`src/rtl/dtack_wait_state_generator.sv`:
```
// Registered 68k DTACK/BERR generator for NUM_CH decoded devices.
// Each device runs on a wait-state count or on its own DTACK, with a bus-error timeout.
module dtack_wait_state_generator #(
   parameter int NUM_CH  = 4,
   parameter int WS_W    = 4,
   parameter int TO_W    = 10,
   parameter int TIMEOUT = 1023
) (
   input  logic                     Clock,
   input  logic                     Reset_L,
   input  logic                     AS_L,
   input  logic [NUM_CH-1:0]        Select_H,
   input  logic [NUM_CH-1:0]        UseExt_H,
   input  logic [NUM_CH*WS_W-1:0]   WaitStates,
   input  logic [NUM_CH-1:0]        ExtDtack_L,
   input  logic                     ClearTimeout_H,
   output logic                     DtackOut_L,
   output logic                     BErr_L,
   output logic                     Timeout_H,
   output logic [3:0]               TimeoutChan
);

   localparam int CH_W = (NUM_CH > 1) ? $clog2(NUM_CH) : 1;

   typedef enum logic [1:0] {
      S_IDLE,
      S_WAIT,
      S_ACK,
      S_BERR
   } state_t;

   state_t            r_state;
   state_t            w_next;
   logic [CH_W-1:0]   r_chan;
   logic              r_ext;
   logic [WS_W-1:0]   r_wcnt;
   logic [TO_W-1:0]   r_tcnt;
   logic              r_dtack_l;
   logic              r_berr_l;
   logic              r_timeout;
   logic [3:0]        r_tchan;

   logic              w_hit;
   logic [CH_W-1:0]   w_idx;
   logic              w_ext_new;
   logic [WS_W-1:0]   w_ws_new;
   logic              w_start;
   logic              w_set_to;
   logic [WS_W-1:0]   w_wcnt_n;
   logic [TO_W-1:0]   w_tcnt_n;
   logic [TO_W-1:0]   w_tcnt_inc;

   // Scan downwards so the lowest selected channel is the last to write.
   always_comb begin
      w_hit = 1'b0;
      w_idx = '0;
      for (int i = NUM_CH - 1; i >= 0; i--) begin
         if (Select_H[i]) begin
            w_hit = 1'b1;
            w_idx = CH_W'(i);
         end
      end
   end

   assign w_ext_new  = w_hit & UseExt_H[w_idx];
   assign w_ws_new   = WaitStates[w_idx*WS_W +: WS_W];
   assign w_tcnt_inc = r_tcnt + 1'b1;

   always_comb begin
      w_next   = r_state;
      w_wcnt_n = r_wcnt;
      w_tcnt_n = r_tcnt;
      w_start  = 1'b0;
      w_set_to = 1'b0;
      unique case (r_state)
         S_IDLE: begin
            if (!AS_L) begin
               w_start = 1'b1;
               if (!w_hit) begin
                  w_next = S_ACK;
               end else if (!w_ext_new && w_ws_new == '0) begin
                  w_next = S_ACK;
               end else if (w_ext_new && !ExtDtack_L[w_idx]) begin
                  w_next = S_ACK;
               end else begin
                  w_next   = S_WAIT;
                  w_wcnt_n = w_ws_new;
                  w_tcnt_n = '0;
               end
            end
         end
         S_WAIT: begin
            // An aborted cycle outranks any dtack or timeout on the same edge.
            if (AS_L) begin
               w_next = S_IDLE;
            end else if (!r_ext) begin
               w_wcnt_n = r_wcnt - 1'b1;
               if (r_wcnt == WS_W'(1)) begin
                  w_next = S_ACK;
               end
            end else if (!ExtDtack_L[r_chan]) begin
               w_next = S_ACK;
            end else begin
               w_tcnt_n = w_tcnt_inc;
               if (w_tcnt_inc == TO_W'(TIMEOUT)) begin
                  w_next   = S_BERR;
                  w_set_to = 1'b1;
               end
            end
         end
         S_ACK, S_BERR: begin
            if (AS_L) begin
               w_next = S_IDLE;
            end
         end
         default: w_next = S_IDLE;
      endcase
   end

   always_ff @(posedge Clock) begin
      if (!Reset_L) begin
         r_state   <= S_IDLE;
         r_chan    <= '0;
         r_ext     <= 1'b0;
         r_wcnt    <= '0;
         r_tcnt    <= '0;
         r_dtack_l <= 1'b1;
         r_berr_l  <= 1'b1;
         r_timeout <= 1'b0;
         r_tchan   <= '0;
      end else begin
         r_state   <= w_next;
         r_wcnt    <= w_wcnt_n;
         r_tcnt    <= w_tcnt_n;
         r_dtack_l <= (w_next != S_ACK);
         r_berr_l  <= (w_next != S_BERR);
         if (w_start) begin
            r_chan <= w_idx;
            r_ext  <= w_ext_new;
         end
         if (w_set_to) begin
            r_timeout <= 1'b1;
            r_tchan   <= 4'(r_chan);
         end else if (ClearTimeout_H) begin
            r_timeout <= 1'b0;
         end
      end
   end

   assign DtackOut_L  = r_dtack_l;
   assign BErr_L      = r_berr_l;
   assign Timeout_H   = r_timeout;
   assign TimeoutChan = r_tchan;

endmodule

```
`config.mk`:
```
export PLATFORM = sky130hd
export DESIGN_NAME = dtack_wait_state_generator
export DESIGN_NICKNAME = d
export VERILOG_FILES = /design/src/rtl/dtack_wait_state_generator.sv
export SDC_FILE = /design/constraint.sdc
export NUM_CORES = 1
export LEC_CHECK = 0
export CORE_AREA = 8 8 67 69
export CTS_CLUSTER_SIZE = 14
export DETAILED_ROUTE_END_ITERATION = 8
export DIE_AREA = 0 0 75 77
export PLACE_DENSITY = 0.92
export SETUP_SLACK_MARGIN = 0.15
export SLEW_MARGIN = 20
export SYNTH_ARGS = -nofsm -noshare
export SYNTH_HDL_FRONTEND = slang
export SYNTH_SLANG_ARGS = --single-unit
```
`constraint.sdc`:
```
create_clock -name Clock -period 4 [get_ports Clock]
set_input_delay 0.6 -clock Clock [delete_from_list [all_inputs] [get_ports Clock]]
set_output_delay 0.6 -clock Clock [all_outputs]
set_load 0.1 [all_outputs]
```
After elaboration in Yosys (flattened, before gate mapping)
Cells that the tools add are included.

storage, ports and cells
  register bits after elaboration = 24
  bits in latches = 0
  memory bits (writable) = 0
  bits in read-only memories = 0
  bits of input ports = 32
  output and inout port bits = 7
  word-level logic and storage cells = 90
  memories = 0

cells by class
  add/subtract/negate cells = 2
  multipliers = 0
  div/mod/pow operators = 0
  order comparisons = 2
  equality and inequality tests = 15
  shift-type cells = 1
  mux-type cells = 49
  bitwise operators = 1
  reductions and logical operators = 11

operator list
  operator                                                     number
  two-way mux 10 bit                                           7
  two-way mux 2 bit                                            14
  two-way mux 4 bit                                            6
  != test 2 bit (second input constant)                        10
  case mux 10 bit (2 select lines)                             1
  two-way mux 1 bit                                            16
  variable part select 16 x 5 -> 4 bit                         1
  adder 10 x 1 -> 10 bit (second input constant)               1
  equality test 10 bit (second input constant)                 1
  case mux 4 bit (2 select lines)                              1
  AND reduction 8 bit                                          1
  AND reduction 7 bit                                          1
  binary-select mux 1 bit (select 2 bit)                       3
  less-than comparator 2 x 3 -> 1 bit (second input constant)  2
  case mux 2 bit (3 select lines)                              1
  equality test 2 bit (second input constant)                  2
  equality test 4 x 1 -> 1 bit (second input constant)         1
  zero test 4 bit                                              1
  nonzero test 2 bit                                           2
  subtractor 4 x 1 -> 4 bit (second input constant)            1
  equality test 2 x 1 -> 1 bit (second input constant)         1
  logical AND 1 bit                                            2
  zero test 1 bit                                              2
  zero test 2 bit                                              1
  other kinds (2)                                              2

Logic depth before layout (Yosys ltp)
Gate-level depths: netlist of the first run.

  word-level depth = 14
  gate-level depth with buffers = 8
  mapped depth without buffers = 8

Worst setup path before layout of the first run
No wires, ideal clock.

  path kind = input port to flip-flop
  start point = in Select_H[2]
  end point = reg r_tcnt[2]
  setup time = 0.122 ns
  arrival time = 1.997 ns
  data required time = 3.878 ns
  path slack = 1.882 ns
  stages on the path = 6
  buffers on the path = 0
  path through = or3_4 o211ai_1 a21oi_1 a41oi_4 o21ai_2 o311a_1

between the ends
  cells in the longest elaborated chain, start to end = 10
  elaborated cells between the ends (all ways) = 21
  those cells by class = eq/ne (3); shift (1); mux (10); bitwise (1); reduce/logical (6)

ends and longest elaborated chain
  item                                                                                          RTL line  text
  start: declaration                                                                            12        input logic [NUM_CH-1:0] Select_H,
  parallel branches: the longest is 9 deep, another holds variable part select 16 x 5 -> 4 bit  -
  AND reduction 8 bit (no line) (*)                                                             -
  end signal: assignment                                                                        134       r_tcnt <= w_tcnt_n;
  end: declaration                                                                              37        logic [TO_W-1:0] r_tcnt;

Mark *: on every way between the ends. The select of a mux whose other input is x is not followed.
A chain may end at the register's enable or synchronous reset.

Worst setup path in the final report of the first run
  start point = in Select_H[2]
  end point = reg r_wcnt[3]

between the ends
  cells in the longest elaborated chain, start to end = 10
  elaborated cells between the ends (all ways) = 26
  those cells by class = eq/ne (3); shift (1); mux (15); bitwise (1); reduce/logical (6)

ends and longest elaborated chain
  item                                                                                           RTL line  text
  parallel branches: the longest is 10 deep, another holds variable part select 16 x 5 -> 4 bit  -
  end signal: assignment                                                                         133       r_wcnt <= w_wcnt_n;
  end: declaration                                                                               36        logic [WS_W-1:0] r_wcnt;

Several ways; the timed one is not identified. The select of a mux whose other input is x is not followed.

==> flow_summary.ini, run 1 <==
[clock_tree]
cts-root-buf = clkbuf_4
post-cts-setup-buffer-count = 0
clk_path_buf_depth = 2
clk_latency_ps = 320
cts_num_sinks = 24
cts_tree = built
cts-htree-levels = 1
cts_made_buffers = 3
cts_resized = 0
cts_hold_buf = 0
clk_pin_slew_ps = 140

[layout]
layout_common_cells = clkdlybuf4s50_1, dfxtp_1, nand2_1
multi_input_area_sq_um = 1240
mostFrequentLayoutCell = clkdlybuf4s50_1
num_antenna_cells = 0
seq_area_sq_um = 480
drive_gt1_share_pct = 8.80
nNetsFinal = 287
area_growth_pct = 22.0
final_util_pct = 63.2
n_fill_cell = 301

[global_routing]
grt_max_degree = 28
met3_usage_pct = 2.47
met2_usage_pct = 28.1
grt_pass1_vias = 1696
grt_pass1_wl_microns = 7910
grt-ovfl-total = 0
gr-usage-met1_pct = 20.6
antenna_found_initial = 0
grt_usage_pct = 16.6
grt.busiest_layer = met2

[place]
dpl.hpwl_microns = 3600
port-buffer-count = 36
routabilityCongestion = 0.860

[yosys]
synth_top_family_by_area = compound AO/OA/AOI/OAI gates
synthMuxAreaShare_pct = 4.01
synth_compound_area_share_pct = 31.6
synth-edff-count = 0
synth.cell_area_sq_um = 1810
ys.flop_type = dfxtp_1
yosys_warnings = 0
synthSimpleGateAreaFrac_pct = 27.3
synthCells = 222
synth_seq_area_share_pct = 26.5
syn_area_per_cell_sq_um = 8.16
synthAdderAreaFrac_pct = 2.76
synth_cell_types = 59
synth-seq-cells = 24
async_reset_ff_share_pct = 0
synth-xor-area-share_pct = 2.42

[detailed_routing]
wirelength_microns = 4630
drc = 0
viasPerCell = 6.03
antenna_left = 0
dr.pass1.iters = 4
drt_iter0_drc = 192
drt-wirelength-per-cell_microns = 15.5
num_vias = 1797

[timing]
finalSetupViolCount = 0
fin_crit_ps = 2710
finClkSkew_ps = 13.1
fin_tns_setup_ps = 0
finalCritPeriodShare_pct = 67.8
final_hold_viol_count = 0
rsz0062_at_grt = no
max_slew_margin_pct = 34.8
holdWs_ps = 495
slew_violations = 0
fmax_mhz = 369
worst_pin_slew_ps = 975

[die]
start_util_pct = 51.8
die_w_microns = 75
pin_count = 39
die_area_sq_um = 5780
num_rows = 22
die_y_microns = 77
coreArea_sq_um = 3500

[worst_setup_path]
worst_ep_required_time_ps = 4260
critPathBufInv = 1
crit_type = in2reg
worstSetupEndpointType = flip-flop
path_cells = clkdlybuf4s50_1 -> or3_4 -> a21o_1 -> a32oi_2 -> a41oi_4 -> o211ai_4 -> mux2i_1
cp.arrival_ps = 2970
worstPathMaxFanout = 15
reg2reg_slack_ps = 1570
cp_slowest_cell = clkdlybuf4s50_1
startpoint_type = input port
slowest_delay_ps = 640
path_delay_family = compound AO/OA/AOI/OAI gates

[hold_path]
min-delay-path-class = reg2reg

[power_and_ir_drop]
vdd_drop_max_mv = 0.160
p_int_uw = 377
sw_frac_of_total_pct = 32.1
seq_power_share_pct = 47.3
total_power_uw = 554
p_per_area_nw_per_um2 = 251
leakagePower_nw = 0.734
p_switching_uw = 178
p_comb_share_pct = 29.0
pwr-share-clk_pct = 23.8

[outcome]
status = complete, no violations

[run]
maxCapViolations = 0
metal layers:
| metal | part of all wire [%] | routed length (microns) | vias to the layer above |
|---|---|---|---|
| met5 | 0 | 0 | - |
| met4 | 0.93 | 43 | 0 |
| met3 | 5.5 | 255 | 6 |
| met2 | 51 | 2370 | 55 |
| met1 | 42 | 1960 | 865 |
| li1 | - | - | 871 |
tightest hold or removal path: cells and delay by family, from the launching register on:
kind            cells  cell delay (ps)
flops               1              340
simple gates        1               60
compound gates      1               60
per-stage QoR:
step / std cells / setup WS [ps] / area [sq um]
2_1_floorplan: 223 / 1880 / 1820
3_3_place_gp: 294 / 1050 / 2170
3_5_place_dp: 294 / 966 / 2170
4_1_cts: 298 / 1310 / 2210
5_1_grt: 298 / 1170 / 2210
6_report: 298 / 1290 / 2210
synth_stat cells (all sizes together), types with 2 or more instances:
library cell  instances  share of area (%)
a21boi                2               0.83
a21o                  3                1.2
a21oi                12                3.3
a221oi                2               0.97
a31oi                 2               0.69
a41oi                 6                6.0
buf                   5                1.8
clkbuf                8                1.7
dfxtp                24                 27
ha                    4                2.8
inv                   8                1.7
mux2i                 5                2.8
nand2                23                4.8
nand2b                4                1.4
nand3                 8                2.8
nand3b                2               0.83
nand4                 3                1.0
nor2                 17                3.5
nor2b                11                3.8
nor3                  7                1.9
nor3b                 6                2.5
o211ai                5                2.8
o21a                  2                1.2
o21ai                19                5.5
o221a                 2                1.2
o31ai                 4                1.9
or2                   3                1.0
or3                   2               0.97
xnor2                 2               0.97
xor2                  3                1.5
power by group through the flow:
stage	clock network [mW]	registers (mW)	logic, mW
6_report	0.132	0.262	0.161
5_1_grt	0.142	0.264	0.175
4_1_cts	0.134	0.262	0.160
3_5_place_dp	0	0.267	0.159
3_3_place_gp	0	0.266	0.155
2_1_floorplan	0	0.269	0.105
kinds of logic (layout without fill, tap and decap cells):
family                   after synthesis  count (layout)
multiplexers                           6               6
adder cells (fa/ha/maj)                4               4
other                                  1               2
flip-flops                            24              24
XOR/XNOR                               5               5
AO/OA/AOI/OAI                         68              68
buffers and inverters                 21              48
AND/OR/NAND/NOR                       93              93
state kept, by name, indices dropped and copies added (netlist names):
name	flops
BErr_L	1
r_state	2
Timeout_H	1
DtackOut_L	1
r_tcnt	10
r_chan	2
TimeoutChan	2
r_wcnt	4
r_ext	1
worst paths after layout:
kind | from | cells after the start | endpoint
max | Select_H[2] | 7 | r_wcnt[3]
min | Timeout_H | 2 | Timeout_H
max reg2reg | r_tcnt[0] | 7 | TimeoutChan[0]
min reg2reg | Timeout_H | 2 | Timeout_H
cell type report:
cell class                 count  area share [%]
clock buffer                   4            1.64
inverter                       8            1.36
multi-input combinational    178            56.2
sequential                    24            21.7
tap                           48            2.72
timing repair buffer          36            16.3
(Power assumes the default switching activity.)
==> run 2: changes to the inputs <==
--- a/config.mk
+++ b/config.mk
@@ -5,11 +5,11 @@
 export SDC_FILE = /design/constraint.sdc
 export NUM_CORES = 1
 export LEC_CHECK = 0
-export CORE_AREA = 8 8 67 69
+export CORE_AREA = 8 8 72 74
 export CTS_CLUSTER_SIZE = 14
 export DETAILED_ROUTE_END_ITERATION = 8
-export DIE_AREA = 0 0 75 77
-export PLACE_DENSITY = 0.92
+export DIE_AREA = 0 0 80 82
+export PLACE_DENSITY = 0.84
 export SETUP_SLACK_MARGIN = 0.15
 export SLEW_MARGIN = 20
 export SYNTH_ARGS = -nofsm -noshare
==> constraint.sdc (replaced) <==
create_clock -name Clock -period 2.2 [get_ports Clock]
set_input_delay 0.33 -clock Clock [delete_from_list [all_inputs] [get_ports Clock]]
set_output_delay 0.33 -clock Clock [all_outputs]
set_load 0.1 [all_outputs]
==> run 2 against run 1 <==
Highest routed layer unchanged; die area increased by 14%; critical endpoint is now TimeoutChan[1]; worst hold slack got worse by 19 ps; global-route usage fell by 1.2 points.
==> flow_summary.ini, run 2 (synthesis gave the netlist of run 1 again) <==
[clock_tree]
cts_tree = built
cts_hold_buf = 0
cts_made_buffers = 3
clk_pin_slew_ps = 90
cts-root-buf = clkbuf_8
cts_num_sinks = 24
clk_path_buf_depth = 2
cts-htree-levels = 1
clk_latency_ps = 260

[timing]
finalCritPeriodShare_pct = 91.9
fin_tns_setup_ps = 0
fin_crit_ps = 2020
holdWs_ps = 475
rsz0062_at_grt = yes
finClkSkew_ps = 2.43
final_hold_viol_count = 0
fmax_mhz = 495
slew_violations = 0
finalSetupViolCount = 0

[outcome]
status = complete, no violations

[die]
die_area_sq_um = 6560
pin_count = 39
die_y_microns = 82
start_util_pct = 43.7
coreArea_sq_um = 4140
die_w_microns = 80
num_rows = 24

[power_and_ir_drop]
p_comb_share_pct = 29.7
p_int_uw = 767
pwr-share-clk_pct = 27.2
leakagePower_nw = 0.888
p_per_area_nw_per_um2 = 451
vdd_drop_max_mv = 0.262
seq_power_share_pct = 43.1
p_switching_uw = 338
sw_frac_of_total_pct = 30.6

[worst_setup_path]
cp.arrival_ps = 2180
critPathLaunch = ExtDtack_L[1]
reg2reg_slack_ps = 250
reg2reg_depth = 6
r2r_end = TimeoutChan[1]
worstPathMaxFanout = 9
endpoint = TimeoutChan[1]
crit_type = in2reg
worstSetupEndpointType = flip-flop
worst_ep_required_time_ps = 2360
startpoint_type = input port
r2r_start = r_chan[0]

[layout]
layout.cells.non_filler = 329
top_regs = r_tcnt x10, r_wcnt x4
nNetsFinal = 314
layout_common_cells = buf_4, clkdlybuf4s50_1, nand2_1
mostFrequentLayoutCell = buf_4
drive_gt1_share_pct = 21.7
area_growth_pct = 35.1
largest-register = r_tcnt
largest_register_ffs = 10
num_antenna_cells = 0

[global_routing]
antenna_found_initial = 0
grt_pass1_vias = 1884
grt_max_degree = 18
grt_pass1_wl_microns = 8450
grt_usage_pct = 15.4
grt-ovfl-total = 0

[detailed_routing]
viasPerCell = 5.73
num_vias = 1886
drt-wirelength-per-cell_microns = 15.2
antenna_left = 0
dr.pass1.iters = 4
drc = 0
drt_iter0_drc = 197
wirelength_microns = 4990

[place]
placedCellCount = 323
routabilityCongestion = 0.862
port-buffer-count = 36
dpl.hpwl_microns = 3830

[run]
maxCapViolations = 0

[hold_path]
min-delay-path-class = reg2reg
[run 2: changes by cell type in the layout (fill, tap and decap cells not counted), sizes merged]
cell,previous run,this run
buf,0,32
clkbuf,4,5
clkdlybuf4s50,36,27
dlygate4sd2,0,3
[run 2: power groups by stage]
stage	combinational (mW)	sequential [mW]	clock, mW
after floorplan	0.191	0.488	0
final	0.328	0.476	0.301
after global routing	0.354	0.480	0.323
after detailed placement	0.319	0.485	0
after global placement	0.312	0.484	0
after CTS	0.322	0.475	0.302
[run 2: final cells by class]
type | count | area (sq um)
Tap cell | 52 | 65.1
Sequential cell | 24 | 483
Inverter | 8 | 30.0
Timing Repair Buffer | 63 | 554
Multi-Input combinational cell | 178 | 1260
Fill cell | 375 | 1700
Clock buffer | 4 | 55.1
[run 2: stage by stage]
stage | utilization (%) | power (mW) | worst slack [ps] | area (sq um)
floorplan | - | 0.679 | 171 | 1830
global placement | 57.4 | 0.796 | -290 | 2380
detailed placement | 57.4 | 0.803 | -360 | 2380
CTS | 58.8 | 1.10 | 150 | 2440
global route | 59.1 | 1.16 | 122 | 2450
finish | 59.1 | 1.10 | 178 | 2450
[run 2: routing by layer]
metal  global-route usage [%]  vias up  share of wire [%]
met2                     27.2       67                 50
li1                         -      923                  -
met1                     19.4      888                 43
met3                     1.97        8                6.0
met4                     3.45        0                1.1
met5                        0        -                  0
[run 2: worst max-delay path, cell delays in order]
cell and delay, ps:
clkdlybuf4s50_1 430, mux4_2 520, and2_1 210, and3_2 280, nand3_2 140, mux2i_1 220, nor2b_1 60
[run 2: worst min path at each step]
stage	startpoint	end	slack [ps]	cells past startpoint
6_report	Timeout_H	Timeout_H	480	2
5_1_grt	Timeout_H	Timeout_H	500	2
4_1_cts	Timeout_H	Timeout_H	480	2
3_5_place_dp	Timeout_H	Timeout_H	470	2
3_3_place_gp	r_tcnt[9]	r_tcnt[9]	460	1
2_1_floorplan	AS_L	DtackOut_L	440	2
[run 2: what timing repair did]
action	4_1_cts	5_1_grt
gates resized for setup	5	5
cloned	0	0
setup buffers	1	1
setup endpoints to repair	20	16
hold endpoints to repair	0	0
pin swaps	4	7
